**config.mk**
```make
export PLATFORM = sky130hd
export DESIGN_NAME = fifo_flow_ctrl_fsm
export DESIGN_NICKNAME = d
export VERILOG_FILES = /design/src/rtl/fifo_fc_pkg.sv /design/src/rtl/fc_channel.sv /design/src/rtl/fifo_flow_ctrl_fsm.sv
export SDC_FILE = /design/constraint.sdc
export NUM_CORES = 1
export LEC_CHECK = 0
export CORE_UTILIZATION = 45
export DETAILED_ROUTE_END_ITERATION = 10
export PLACE_DENSITY_LB_ADDON = 0.12
export SLEW_MARGIN = 20
export SYNTH_ARGS = -nofsm -noshare
export SYNTH_HDL_FRONTEND = slang
export SYNTH_SLANG_ARGS = --single-unit
export TNS_END_PERCENT = 30
```
**constraint.sdc**
```tcl
create_clock -name clk -period 2.05 [get_ports clk]
set_input_delay 0.41 -clock clk [delete_from_list [all_inputs] [get_ports clk]]
set_output_delay 0.41 -clock clk [all_outputs]
set_load 0.005 [all_outputs]
```
**src/rtl/fifo_fc_pkg.sv**
```systemverilog
// Shared definitions for the FIFO flow-control FSM: state encoding and
// threshold validation helper.
package fifo_fc_pkg;

  localparam int STATE_W = 3;

  typedef enum logic [STATE_W-1:0] {
    S_RESET  = 3'd0,
    S_INIT   = 3'd1,
    S_IDLE   = 3'd2,
    S_ACTIVE = 3'd3,
    S_ERROR  = 3'd4
  } fc_state_e;

  // A threshold pair is usable only if empty-side sits strictly below the
  // full-side and the full-side is reachable by a FIFO of the given depth.
  function automatic logic thr_valid(input int af, input int ae, input int depth);
    return (ae < af) && (af <= depth);
  endfunction

endpackage

```
**src/rtl/fc_channel.sv**
```systemverilog
// One flow-control channel: pause hysteresis flop, continue grant flop and
// combinational overflow/over-occupancy detection for a single FIFO.
module fc_channel
  import fifo_fc_pkg::*;
#(
  parameter int CNT_W      = 4,
  parameter int FIFO_DEPTH = 8
) (
  input  logic             clk,
  input  logic             reset,
  input  logic [CNT_W-1:0] count,
  input  logic [CNT_W-1:0] af_thr,
  input  logic [CNT_W-1:0] ae_thr,
  input  logic             ovf,
  input  logic             active,      // FSM is (entering or staying) in ACTIVE
  input  logic             hold_pause,  // FSM is heading to INIT or ERROR
  input  logic             grant,       // FSM is heading to IDLE
  output logic             pausa,
  output logic             continua,
  output logic             ovf_detect
);

  localparam logic [CNT_W-1:0] DEPTH_C = CNT_W'(FIFO_DEPTH);

  logic pausa_hyst;

  // Hysteresis: reaching af sets, dropping to ae clears, in between holds.
  always_comb begin
    pausa_hyst = pausa;
    if (count >= af_thr) begin
      pausa_hyst = 1'b1;
    end else if (count <= ae_thr) begin
      pausa_hyst = 1'b0;
    end
  end

  assign ovf_detect = ovf | (count > DEPTH_C);

  // Registered pause/continue; ACTIVE is only reachable from IDLE or itself,
  // so the held value on ACTIVE entry is always the cleared IDLE value.
  always_ff @(posedge clk or posedge reset) begin
    if (reset) begin
      pausa    <= 1'b0;
      continua <= 1'b0;
    end else if (hold_pause) begin
      pausa    <= 1'b1;
      continua <= 1'b0;
    end else if (active) begin
      pausa    <= pausa_hyst;
      continua <= ~pausa_hyst;
    end else begin
      pausa    <= 1'b0;
      continua <= grant;
    end
  end

endmodule

```
**src/rtl/fifo_flow_ctrl_fsm.sv**
```systemverilog
// Multi-channel FIFO flow-control FSM: programmable thresholds captured in
// INIT, per-channel pause with hysteresis, sticky per-channel error flags.
module fifo_flow_ctrl_fsm
  import fifo_fc_pkg::*;
#(
  parameter int NUM_FIFOS  = 4,
  parameter int FIFO_DEPTH = 8,
  parameter int CNT_W      = 4,
  parameter int AF_DEFAULT = 6,
  parameter int AE_DEFAULT = 2
) (
  input  logic                       clk,
  input  logic                       reset,
  input  logic                       init,
  input  logic [CNT_W-1:0]           cfg_af_thr,
  input  logic [CNT_W-1:0]           cfg_ae_thr,
  input  logic [NUM_FIFOS*CNT_W-1:0] fifo_count,
  input  logic [NUM_FIFOS-1:0]       fifo_ovf,
  output logic [STATE_W-1:0]         state,
  output logic [NUM_FIFOS-1:0]       pausa,
  output logic [NUM_FIFOS-1:0]       continua,
  output logic [NUM_FIFOS-1:0]       error_full,
  output logic                       idle,
  output logic                       cfg_err
);

  localparam logic [CNT_W-1:0] AF_DEF = CNT_W'(AF_DEFAULT);
  localparam logic [CNT_W-1:0] AE_DEF = CNT_W'(AE_DEFAULT);

  fc_state_e          state_reg;
  fc_state_e          state_next;
  logic [CNT_W-1:0]   af_thr_reg;
  logic [CNT_W-1:0]   ae_thr_reg;
  logic [NUM_FIFOS-1:0] ovf_detect;
  logic [NUM_FIFOS-1:0] nonzero;
  logic               any_err;
  logic               all_zero;
  logic               cfg_ok;

  assign state    = state_reg;
  assign any_err  = |ovf_detect;
  assign all_zero = ~(|nonzero);
  assign cfg_ok   = thr_valid(int'(cfg_af_thr), int'(cfg_ae_thr), FIFO_DEPTH);

  generate
    for (genvar gi = 0; gi < NUM_FIFOS; gi++) begin : g_ch
      assign nonzero[gi] = |fifo_count[gi*CNT_W +: CNT_W];

      fc_channel #(
        .CNT_W      (CNT_W),
        .FIFO_DEPTH (FIFO_DEPTH)
      ) u_ch (
        .clk        (clk),
        .reset      (reset),
        .count      (fifo_count[gi*CNT_W +: CNT_W]),
        .af_thr     (af_thr_reg),
        .ae_thr     (ae_thr_reg),
        .ovf        (fifo_ovf[gi]),
        .active     (state_next == S_ACTIVE),
        .hold_pause ((state_next == S_INIT) || (state_next == S_ERROR)),
        .grant      (state_next == S_IDLE),
        .pausa      (pausa[gi]),
        .continua   (continua[gi]),
        .ovf_detect (ovf_detect[gi])
      );
    end
  endgenerate

  // Next-state decode: init beats overflow, overflow beats the drain-to-IDLE.
  always_comb begin
    state_next = state_reg;
    if (init) begin
      state_next = S_INIT;
    end else begin
      case (state_reg)
        S_RESET:  state_next = S_RESET;
        S_INIT:   state_next = S_IDLE;
        S_IDLE:   state_next = any_err ? S_ERROR : (all_zero ? S_IDLE : S_ACTIVE);
        S_ACTIVE: state_next = any_err ? S_ERROR : (all_zero ? S_IDLE : S_ACTIVE);
        S_ERROR:  state_next = S_ERROR;
        default:  state_next = S_RESET;
      endcase
    end
  end

  // FSM state, threshold capture and the registered status outputs.
  always_ff @(posedge clk or posedge reset) begin
    if (reset) begin
      state_reg  <= S_RESET;
      af_thr_reg <= AF_DEF;
      ae_thr_reg <= AE_DEF;
      cfg_err    <= 1'b0;
      error_full <= '0;
      idle       <= 1'b0;
    end else begin
      state_reg <= state_next;
      idle      <= (state_next == S_IDLE) && all_zero;

      // Thresholds follow the config inputs every INIT cycle; the value seen
      // on the exit edge is the one that sticks.
      if (state_reg == S_INIT) begin
        if (cfg_ok) begin
          af_thr_reg <= cfg_af_thr;
          ae_thr_reg <= cfg_ae_thr;
          cfg_err    <= 1'b0;
        end else begin
          af_thr_reg <= AF_DEF;
          ae_thr_reg <= AE_DEF;
          cfg_err    <= 1'b1;
        end
      end

      if (state_next == S_INIT) begin
        error_full <= '0;
      end else if (state_next == S_ERROR) begin
        error_full <= error_full | ovf_detect;
      end
    end
  end

endmodule
```
==> results.md <==
- Flop2flop setup slack: 30 ps
- CTS tree: done
- # placed instances: 301
- Core area: 4000 um2
- YS warnings: 0
- Clk buf depth: 2
- Family with the most delay on the worst path: compound AO/OA/AOI/OAI gates
- Clock sinks: 25
- Slowest CP cell: dfstp_2
- Place WS: -484 ps
- HP Class: input port to asynchronous set/reset pin
- Number of synthesized flops with an enable pin: 0
- Remaining antenna violation count: 0
- Most numerous cell in the Yosys netlist: ha_1
- CP peak stage delay: 520 ps
- Diodes inserted: 0
- Clk pin slew, worst setup/hold paths: 90 ps
- Syn avg cell area: 10.3 um2
- Final WL: 5.03 mm
- DRC Markers: 0
- Most used DFF post-synth: dfrtp_1
- DP Wirelength: 3.97 mm
- Gr usage total: 0.253
- Via count: 1713
- Synth top cells by count: ha_1, dfrtp_1, inv_1, a21oi_1, a21o_1
- Maximum vdd drop: 0.000418 V
- Final min period: 2020 ps
- Chip Width: 66.8 um
- I/O Buffers: 47
- GR peak layer: met2
- M2 GR Usage: 0.448
- Kind of end point of the critical path: register
- Setup violations, final: 0
- Initial core utilization: 0.472
- Setup Total Neg Slack: 0 ps
- Hold slack: 434 ps
- Yosys reg bits: 25
- Share of cells above drive strength 1: 0.228
- WP data required: 2220 ps
- Per-cell routed wire length: 16.3 um
- Status: finished clean
- Synth top area share: 0.292
- Pre-antenna DRT Iters: 4
- Actual slew at the worst max-slew pin: 455 ps
- Layout area overhead: 44.3%
- Fmax: 496 MHz
- Rows: 23
- I/O pins: 48
- Clk root buf: clkbuf_8
- H-tree levels: 1
- Max-Cap Viols: 0
- Met1 Use GR: 0.305
- Worst skew pair latency: 280 ps
- Pin count of the biggest net entering global routing: 16
- Dpl cell area: 2580 um2
- Final Non-Filler Cells: 309
- Unique masters post-synth: 31
- Post-route setup slack: 34.5 ps
- Share of async-settable or async-resettable flops after synthesis: 1.00
- Crit-path cells: inv_1 -> ha_1 -> nor2b_1 -> o211ai_1 -> a21oi_1 -> a211o_1 -> a21bo_2
- First-pass GRT wire length: 8.31 mm
- Die height: 66.8 um
- Dominant cell type by area after synthesis: dfrtp_1
- Final Cycle Share: 0.983
- Critical Path AT: 2190 ps
- Fin. Hold Viols: 0
- CTS buffer count: 3
- Syn_nets: 250
- Worst Clk Skew: 1.74 ps
- PD cells: 520 nW/um2
- # fillers: 310
- Slew HR: 0.696
- DIE AREA: 4460 um2
- DR iter-0 viols: 37
- Number of global-route vias before repair: 1821
- Initial antenna violation count: 0
- Grt ovf: 0
- CP max FO: 5
- Final nets: 326
- Fin. max-slew vios: 0
- Leak pwr: 0.00140 uW
- CP Launch Type: register
- Met3 Usage GRT: 0.0325
- Synth area leaders: dfrtp_1, ha_1, a21o_1
- Vias per inst: 5.54
- Mapped Cells: 184
- Buf+Inv Stages, Crit Path: 1
- Critical path class: register to register
- GP Congestion: 0.871
- RSZ-0062 raised after global routing: yes
- Cell Area, Synth: 1890 um2
- Final Instance Area: 2720 um2
- Post-synthesis sequential area ratio: 0.334
- Cts-stage hold buffer count: 0
==> stage by stage <==
stage               power [uW]   util
floorplan                  865      -
global placement          1080  0.644
detailed placement        1110  0.644
CTS                       1420  0.672
global route              1510  0.681
finish                    1420  0.681
==> timing repair <==
action | in CTS | in global routing
setup endpoints to repair | 18 | 19
setup buffers | 1 | 2
pin swaps | 9 | 15
gates resized for setup | 22 | 9
cloned | 1 | 0
==> report_power, final <==
part / internal [uW] / switching (uW) / leakage [uW] / total [uW]
Sequential: 541 / 31.9 / 0.000312 / 573
Clock: 138 / 165 / 0.0000217 / 303
Combinational: 292 / 249 / 0.00107 / 541
==> area by class of cell <==
type	instances	area, um2	share of cell area
clock inverters	1	7.51	0.00276
repair buffers	81	731	0.268
flip-flops and latches	25	629	0.231
inverters	18	67.6	0.0248
multi-input cells	131	1180	0.435
clock buffers	3	41.3	0.0152
well taps	50	62.6	0.0230
==> routing by layer <==
metal	part of all wire	wire length, um
met1	0.44	2190
met2	0.50	2510
met3	0.041	208
met4	0.024	119
met5	0	0
==> worst register-to-register path: cells and delay by family (launching register included) <==
family                   cells  cell delay (ps)
AND/OR/NAND/NOR              1              140
flip-flops                   1              520
AO/OA/AOI/OAI                4              810
buffers and inverters        1              120
adder cells (fa/ha/maj)      1              320
==> kinds of logic after synthesis <==
| kind of cell | count (synthesis) | share of synthesized area |
|---|---|---|
| flip-flops | 25 | 0.334 |
| adder cells (fa/ha/maj) | 35 | 0.232 |
| buffers and inverters | 28 | 0.0716 |
| AO/OA/AOI/OAI | 57 | 0.242 |
| AND/OR/NAND/NOR | 39 | 0.121 |
==> final timing paths <==
| kind | to | start | cells after the start |
|---|---|---|---|
| worst max register to register | g_ch[1].u_ch.pausa | ae_thr_reg[1] | 7 |
| worst max-delay path | g_ch[1].u_ch.pausa | ae_thr_reg[1] | 7 |
| worst min register to register | error_full[3] | error_full[3] | 2 |
| min in group clk | error_full[3] | error_full[3] | 2 |
| max in group asynchronous | ae_thr_reg[1] | reset | 3 |
| worst min-delay path | state[2] | reset | 2 |
==> placed cells by master (no fill, tap or decap), types with 4 or more instances in the layout <==
| master | n |
|---|---|
| a211o_1 | 4 |
| a21bo_2 | 4 |
| a21o_1 | 10 |
| a21oi_1 | 14 |
| a22o_1 | 5 |
| a22oi_1 | 4 |
| buf_4 | 33 |
| clkdlybuf4s50_1 | 31 |
| dfrtp_1 | 22 |
| dlygate4sd2_1 | 8 |
| dlymetal6s2s_1 | 7 |
| ha_1 | 35 |
| inv_1 | 17 |
| nand2_1 | 5 |
| nand2b_1 | 8 |
| nand4_1 | 5 |
| nor2_1 | 4 |
| nor2b_1 | 5 |
| o211ai_1 | 4 |
No activity file was read; power rests on OpenSTA's default activity.
